`config.mk`:
```
export PLATFORM = sky130hd
export DESIGN_NAME = frame_receiver
export DESIGN_NICKNAME = d
export VERILOG_FILES = /design/src/rtl/link_pkg.sv /design/src/rtl/frame_checker.sv /design/src/rtl/frame_receiver.sv
export SDC_FILE = /design/constraint.sdc
export NUM_CORES = 1
export LEC_CHECK = 0
export CAP_MARGIN = 10
export CORE_MARGIN = 5
export CORE_UTILIZATION = 48
export DETAILED_ROUTE_END_ITERATION = 7
export GPL_ROUTABILITY_DRIVEN = 0
export PLACE_DENSITY = 0.77
export SLEW_MARGIN = 20
export SYNTH_ARGS = -nofsm -noshare
export SYNTH_HDL_FRONTEND = slang
export SYNTH_SLANG_ARGS = --single-unit
export TNS_END_PERCENT = 50
```
`constraint.sdc`:
```
create_clock -name clk -period 3.34 [get_ports clk]
set_input_delay 0.334 -clock clk [delete_from_list [all_inputs] [get_ports clk]]
set_output_delay 0.334 -clock clk [all_outputs]
set_load 0.01 [all_outputs]
```
`src/rtl/link_pkg.sv`:
```
// Shared definitions for the RTS/CTS reliable link: frame geometry and the
// receiver handshake states.
package link_pkg;
  localparam int DATA_W  = 64;
  localparam int FRAME_W = DATA_W + 2;
  localparam int PAR_IDX = DATA_W;
  localparam int SEQ_IDX = DATA_W + 1;

  typedef enum logic [1:0] {IDLE, CHECK, ACK} state_t;
endpackage

```
`src/rtl/frame_checker.sv`:
```
// Combinational frame qualification: even parity over payload+parity bit and
// alternating-bit duplicate detection against the expected sequence bit.
module frame_checker #(
  parameter int DATA_W = 64
) (
  input  logic [0:DATA_W+1] frame,
  input  logic              exp_seq,
  output logic              parity_ok,
  output logic              is_dup
);
  assign parity_ok = ~(^frame[0:DATA_W]);
  assign is_dup    = frame[DATA_W+1] != exp_seq;
endmodule

```
`src/rtl/frame_receiver.sv`:
```
// Receiving end of the RTS/CTS link: latches a frame, checks it, ACK/NAKs on
// CTS and delivers clean, non-duplicate payloads to the local consumer.
module frame_receiver #(
  parameter int DATA_W = link_pkg::DATA_W,
  parameter int CNT_W  = 8
) (
  input  logic              clk,
  input  logic              rst_n,
  input  logic              RTS,
  input  logic [0:DATA_W+1] data,
  output logic              CTS,
  output logic              nak,
  output logic [0:DATA_W-1] data_out,
  output logic              data_valid,
  output logic [CNT_W-1:0]  err_count,
  output logic [CNT_W-1:0]  dup_count
);
  import link_pkg::state_t;

  state_t            state, state_d;
  logic [0:DATA_W+1] frame_q;
  logic              exp_seq;
  logic              parity_ok, is_dup;
  logic              latch, deliver, err_inc, dup_inc, cts_d, nak_d;

  frame_checker #(.DATA_W(DATA_W)) u_chk (
    .frame     (frame_q),
    .exp_seq   (exp_seq),
    .parity_ok (parity_ok),
    .is_dup    (is_dup)
  );

  always_comb begin
    state_d = state;
    latch   = 1'b0;
    deliver = 1'b0;
    err_inc = 1'b0;
    dup_inc = 1'b0;
    cts_d   = 1'b0;
    nak_d   = 1'b0;
    unique case (state)
      link_pkg::IDLE: begin
        if (RTS) begin
          latch   = 1'b1;
          state_d = link_pkg::CHECK;
        end
      end
      link_pkg::CHECK: begin
        // RTS is not sampled here: a dropped RTS is seen one cycle later in ACK
        state_d = link_pkg::ACK;
        cts_d   = 1'b1;
        nak_d   = ~parity_ok;
        err_inc = ~parity_ok;
        dup_inc = parity_ok & is_dup;
        deliver = parity_ok & ~is_dup;
      end
      link_pkg::ACK: begin
        if (RTS) begin
          cts_d = 1'b1;
          nak_d = nak;
        end else begin
          state_d = link_pkg::IDLE;
        end
      end
      default: state_d = link_pkg::IDLE;
    endcase
  end

  always_ff @(posedge clk or negedge rst_n) begin
    if (!rst_n) begin
      state      <= link_pkg::IDLE;
      frame_q    <= '0;
      exp_seq    <= 1'b0;
      CTS        <= 1'b0;
      nak        <= 1'b0;
      data_out   <= '0;
      data_valid <= 1'b0;
      err_count  <= '0;
      dup_count  <= '0;
    end else begin
      state      <= state_d;
      CTS        <= cts_d;
      nak        <= nak_d;
      data_valid <= deliver;
      if (latch)   frame_q  <= data;
      if (deliver) begin
        data_out <= frame_q[0:DATA_W-1];
        exp_seq  <= ~exp_seq;
      end
      if (err_inc && err_count != '1) err_count <= err_count + 1'b1;
      if (dup_inc && dup_count != '1) dup_count <= dup_count + 1'b1;
    end
  end
endmodule

```
==> summary.md, run 1 <==
| Metric | Value |
|---|---|
| Status | `finished, final reports clean` |
| Port bufs | `151` |
| Slew HR | `55.9%` |
| Die Width | `127 µm` |
| Setup TNS Final | `0 ps` |
| Design Area, Final | `8940 µm²` |
| ANT nets after route | `0` |
| Initial DRT Pass Iterations | `4` |
| Vias in the first global route | `4286` |
| Rows | `43` |
| Via count | `3933` |
| MaxCap Viol Count | `0` |
| Hold-fix buffers, CTS | `1` |
| Hold Crit Class | `reg2reg` |
| Share of cells above drive strength 1 | `27.9%` |
| Final setup viols | `0` |
| CTS Buffer Depth | `2` |
| Area Growth Syn to Fin | `34.9%` |
| Seq/Total Area, Yosys | `57.4%` |
| H-tree Lvls | `4` |
| Layout Nets | `673` |
| Number of fill cells | `1021` |
| Sink Count | `152` |
| Final wirelength | `13.5 mm` |
| Die area | `16300 µm²` |
| Crit Path Class | `reg2reg` |
| Core ar. | `13700 µm²` |
| Slew @ Worst Pin | `661 ps` |
| Via density | `4.98` |
| Ports | `152` |
| Crit path launch | `frame_q[61]$_DFFE_PN0P_` |
| Synthesized area | `6630 µm²` |
| CP Max Fanout | `29` |
| Commonest non-fill, non-tap cell in the layout | `dfrtp_1` |
| Netlist cell types | `30` |
| RR Startpoint | `frame_q[61]$_DFFE_PN0P_` |
| Skew final | `6.76 ps` |
| Final Cycle Share | `84.1%` |
| Wire length per cell | `17.1 µm` |
| CTS root buf | `clkbuf_16` |
| Min Clock Period, post-route | `2810 ps` |
| Critical Path RT | `3630 ps` |
| First-pass GRT wire length | `22.1 mm` |
| Placed Area | `8350 µm²` |
| Initial detailed-routing violation count | `176` |
| Synth Instances | `437` |
| PostCTS Resize Cnt | `0` |
| CP arrival | `3100 ps` |
| RSZ-0062 raised after global routing | `no` |
| Most frequent cells in the layout | `dfrtp_1, clkdlybuf4s50_1, mux2_2, xnor2_1, mux2_4` |
| Synthesis Warnings | `0` |
| CP Capture Type | `flop` |
| Pin count of the biggest net entering global routing | `82` |
| Total GRT Usage | `17.4%` |
| Dpl hpwl | `9.49 mm` |
| CTS tree | `yes` |
| Ant diodes | `0` |
| Initial antenna violation count | `0` |
| Initial cell density of the core | `48.3%` |
| Fin. max-slew vios | `0` |
| Syn_nets | `512` |
| Syn Area/Cell | `15.2 µm²` |
| HP Start | `err_count[7]$_DFFE_PN0P_` |
| Post-CTS Setup Bufs | `0` |
| FMAX | `356 MHz` |
| Vert. Die Dim | `127 µm` |
| Final hold vios | `0` |
| DRC | `0` |
| FF+latch count, synth | `152` |
| Clock transition at path regs | `60 ps` |
| Skew-Pair Late Insertion Delay | `410 ps` |
| Crit path launch type | `flop` |
| Total gr overflow | `0` |
| Clock buffer count from CTS | `17` |
## cells by family after synthesis
group / Yosys count / share of synthesized area, %
DFF: 152 / 57.4
xor gates and xnor gates: 76 / 10.3
adders and majority gates: 6 / 1.13
buffers and inverters: 21 / 1.91
muxes: 133 / 25.4
AOI/OAI and AO/OA: 11 / 0.963
and+or+nand+nor: 38 / 2.98
## area by class of cell
type	count	area [µm²]	share of cell area, %
Clock inverter	8	95.1	1.06
Timing Repair Buffer	158	1610	18.0
Clock buffer	23	488	5.46
Inverter	5	18.8	0.210
Tap cell	180	225	2.52
Multi-Input combinational cell	264	2700	30.2
Sequential cell	152	3800	42.5
## state kept, by name, summed over array words and instances, names as in the netlist
signal / count
dup_count: 8
data_out: 64
data_valid: 1
frame_q: 66
state: 2
err_count: 8
exp_seq: 1
CTS: 1
nak: 1
## stage by stage
step | hold slack [ps] | worst slack, ps | utilization, % | cells
finish | 490 | 530 | 65.2 | 790
floorplan | 38.4 | 960 | - | 437
CTS | 490 | 452 | 65.2 | 790
global route | 521 | 370 | 65.2 | 790
global placement | 382 | 502 | 60.8 | 758
detailed placement | 389 | 492 | 60.8 | 758
## final timing paths
path | to | depth (start not counted) | slack [ps]
setup / recovery | data_out[27]$_DFFE_PN0P_ | 9 | 530
max in group asynchronous | frame_q[28]$_DFFE_PN0P_ | 3 | 1970
setup reg to reg | data_out[27]$_DFFE_PN0P_ | 9 | 530
min in group asynchronous | frame_q[53]$_DFFE_PN0P_ | 2 | 520
hold reg to reg | err_count[7]$_DFFE_PN0P_ | 1 | 490
hold / removal | err_count[7]$_DFFE_PN0P_ | 1 | 490
## worst max-delay path: stages (launching register included)
cell     delay (ps)
dfrtp_1         400
xnor2_1         250
xnor2_1         120
xnor2_1         140
xnor2_1         330
xnor2_1         140
xnor3_1         320
and3_4          330
buf_12          260
mux2_2          370
## synthesized netlist by cell type
cell | instances | area, µm²
nand2b_1 | 1 | 6.26
nand3b_1 | 1 | 7.51
mux2_4 | 49 | 736
buf_6 | 6 | 67.6
inv_1 | 5 | 18.8
nand2_1 | 9 | 33.8
nor3b_1 | 1 | 7.51
and3_1 | 4 | 25.0
buf_2 | 2 | 10.0
nor2_1 | 3 | 11.3
a31oi_1 | 2 | 12.5
o21bai_1 | 1 | 7.51
nor4_1 | 1 | 6.26
a41oi_1 | 1 | 8.76
o21ai_0 | 3 | 15.0
dfrtp_1 | 152 | 3800
nand3_1 | 9 | 45.0
nor3_1 | 3 | 15.0
nand4_1 | 2 | 12.5
nor2b_1 | 2 | 12.5
xnor3_1 | 1 | 22.5
xor2_1 | 16 | 140
xnor2_1 | 59 | 517
mux2i_1 | 1 | 10.0
nor4b_1 | 1 | 8.76
ha_1 | 6 | 75.1
a21oi_1 | 4 | 20.0
mux2_2 | 83 | 935
and2_1 | 1 | 6.26
clkbuf_1 | 8 | 30.0
## per-layer routing
metal,wire length [µm],part of all wire [%],GRT usage [%],up-vias
met2,6710,50,28.6,106
met4,349,2.6,7.51,0
met3,621,4.6,4.18,25
li1,-,-,-,1824
met1,5850,43,22.0,1978
met5,0,0,0,-
Power of run 1 is left out: the tool's default activity adds up to more than one toggle a clock period on the data nets, which glitch-free logic cannot reach.
==> run 2: changes to the inputs <==
--- a/config.mk
+++ b/config.mk
@@ -7,10 +7,10 @@
 export LEC_CHECK = 0
 export CAP_MARGIN = 10
 export CORE_MARGIN = 5
-export CORE_UTILIZATION = 48
+export CORE_UTILIZATION = 45
 export DETAILED_ROUTE_END_ITERATION = 7
 export GPL_ROUTABILITY_DRIVEN = 0
-export PLACE_DENSITY = 0.77
+export PLACE_DENSITY = 0.76
 export SLEW_MARGIN = 20
 export SYNTH_ARGS = -nofsm -noshare
 export SYNTH_HDL_FRONTEND = slang
==> constraint.sdc (replaced) <==
create_clock -name clk -period 2.3 [get_ports clk]
set_input_delay 0.23 -clock clk [delete_from_list [all_inputs] [get_ports clk]]
set_output_delay 0.23 -clock clk [all_outputs]
set_load 0.01 [all_outputs]
==> summary.md, run 2 (synthesis results as in run 1) <==
| Metric | Value |
|---|---|
| Skew final | `5.63 ps (-1.13 ps)` |
| RR Startpoint | `frame_q[28]$_DFFE_PN0P_` |
| Crit path launch type | `flop` |
| Skew-Pair Late Insertion Delay | `410 ps (about the same)` |
| Met3 usage | `5.16% (+0.98 points)` |
| Most frequent cells in the layout | `dfrtp_1, clkdlybuf4s50_1, mux2_2, mux2_4, buf_4` |
| Die Width | `131 µm (+3.0%)` |
| Status | `complete, but fails checks` |
| Biggest regs | `frame_q: 66 flops, data_out: 64 flops` |
| Min Clock Period, post-route | `2660 ps (-150 ps)` |
| Total gr overflow | `0 (unchanged)` |
| DP Worst Slack | `-415 ps (-908 ps)` |
| CP Max Fanout | `8 (-72%)` |
| Core ar. | `14500 µm² (+5.5%)` |
| Clock transition at path regs | `60 ps (about the same)` |
| Violations in the final reports | `negative setup slack` |
| Via density | `4.89 (-1.7%)` |
| CP Capture Type | `flop` |
| Fin. max-slew vios | `0 (unchanged)` |
| Slew @ Worst Pin | `1300 ps (+636 ps)` |
| Final Cycle Share | `116% (+32 points)` |
| ANT nets after route | `0 (unchanged)` |
| Crit path launch | `frame_q[28]$_DFFE_PN0P_` |
| Ant diodes | `0 (unchanged)` |
| Initial DRT Pass Iterations | `4 (unchanged)` |
| DRC | `0 (unchanged)` |
| Vert. Die Dim | `131 µm (+3.0%)` |
| CTS tree | `yes` |
| First-pass GRT wire length | `24.8 mm (+12%)` |
| Crit Path Class | `reg2reg` |
| CTS root buf | `clkbuf_16` |
| Met2 GRT Util | `29.5% (+0.96 points)` |
| Largest Register | `frame_q` |
| Sink Count | `152 (unchanged)` |
| Commonest non-fill, non-tap cell in the layout | `dfrtp_1` |
| Wire length per cell | `18.0 µm (+5.0%)` |
| Clock buffer count from CTS | `17 (unchanged)` |
| Rows | `44 (+2.3%)` |
| Hold Crit Class | `in2async` |
| Final hold vios | `0 (unchanged)` |
| RSZ-0062 raised after global routing | `yes` |
| Via count | `4197 (+6.7%)` |
| Layout Nets | `738 (+9.7%)` |
| Initial antenna violation count | `0 (unchanged)` |
| Ports | `152 (unchanged)` |
| Area Growth Syn to Fin | `47.7%` |
| Share of cells above drive strength 1 | `38.4% (+11 points)` |
| Port bufs | `151 (unchanged)` |
| Number of flip-flops in the largest register | `66 (unchanged)` |
| CP arrival | `2950 ps (-150 ps)` |
| Final Util | `67.6% (+2.4 points)` |
| Dpl hpwl | `10.4 mm (+10%)` |
| Final wirelength | `15.4 mm (+14%)` |
| Initial cell density of the core | `45.8% (-2.5 points)` |
| Total GRT Usage | `17.8% (+0.40 points)` |
| FMAX | `376 MHz (+5.6%)` |
| MaxCap Viol Count | `0 (unchanged)` |
| Die area | `17300 µm² (+6.1%)` |
| Slew HR | `12.6% (-43 points)` |
| R2R setup slack | `-360 ps (-890 ps)` |
| Initial detailed-routing violation count | `189 (+7.4%)` |
| CTS Buffer Depth | `2 (unchanged)` |
| Grt met1 use | `22.4% (+0.44 points)` |
| Vias in the first global route | `4657 (+8.7%)` |
| Gr busiest metal | `met2` |
| H-tree Lvls | `4 (unchanged)` |
| Pin count of the biggest net entering global routing | `61 (-26%)` |
| Critical Path RT | `2590 ps (-1040 ps)` |
| Final setup viols | `83 (+83)` |
| Setup TNS Final | `-23390 ps (-23390 ps)` |
| Worst Slack Setup Final | `-360 ps (-890 ps)` |
## run 2: cell types whose count changed in the layout (fill, tap and decap cells not counted), sizes merged
| cell | change |
|---|---|
| bufinv | +1 |
| buf | +63 |
## run 2: path summary, 6_finish.rpt
| kind | depth (start not counted) | end |
|---|---|---|
| setup / recovery | 10 | data_out[17]$_DFFE_PN0P_ |
| hold / removal | 2 | data_valid$_DFF_PN0_ |
| setup reg to reg | 10 | data_out[17]$_DFFE_PN0P_ |
| hold reg to reg | 1 | err_count[6]$_DFFE_PN0P_ |
| max in group asynchronous | 3 | dup_count[7]$_DFFE_PN0P_ |
| min in group clk | 2 | frame_q[26]$_DFFE_PN0P_ |
## run 2: area by class of cell
cell class,count,area (µm²)
Fill cell,1007,4690
Sequential cell,152,3800
Multi-Input combinational cell,264,2950
Timing Repair Buffer,223,2200
Clock buffer,21,460
Tap cell,184,230
Clock inverter,9,125
Inverter,5,18.8
## run 2: worst max-delay path, cell delays in order, from the launching register on
cell and delay (ps):
dfrtp_1 410, xnor2_2 200, xnor2_1 150, xnor2_1 150, xnor2_1 170, buf_4 170, xnor2_2 70, xnor3_1 320
and3_4 350, clkbuf_16 230, mux2_4 310
## run 2: repair_timing
action	4_1_cts	5_1_grt
resized for setup	25	33
pin swaps	6	12
hold buffers	1	0
buffers inserted	4	1
cloned	0	3
endpoints found under the hold margin	57	0
endpoints found under the setup margin	83	83
## run 2: through the flow
step	std cells	instance area, µm²	hold slack (ps)
after floorplan	437	6630	-65.6
after global placement	820	8800	246
after detailed placement	820	8800	253
after CTS	855	9570	371
after global routing	858	9790	410
final	858	9790	368
## run 2: routing by layer
metal	wire [µm]	vias to the layer above	share of wire [%]
met5	0	-	0
li1	-	1955	-
met1	6590	2113	43
met3	737	22	4.8
met4	251	0	1.6
met2	7860	107	51
Power of run 2 is left out for the same reason.
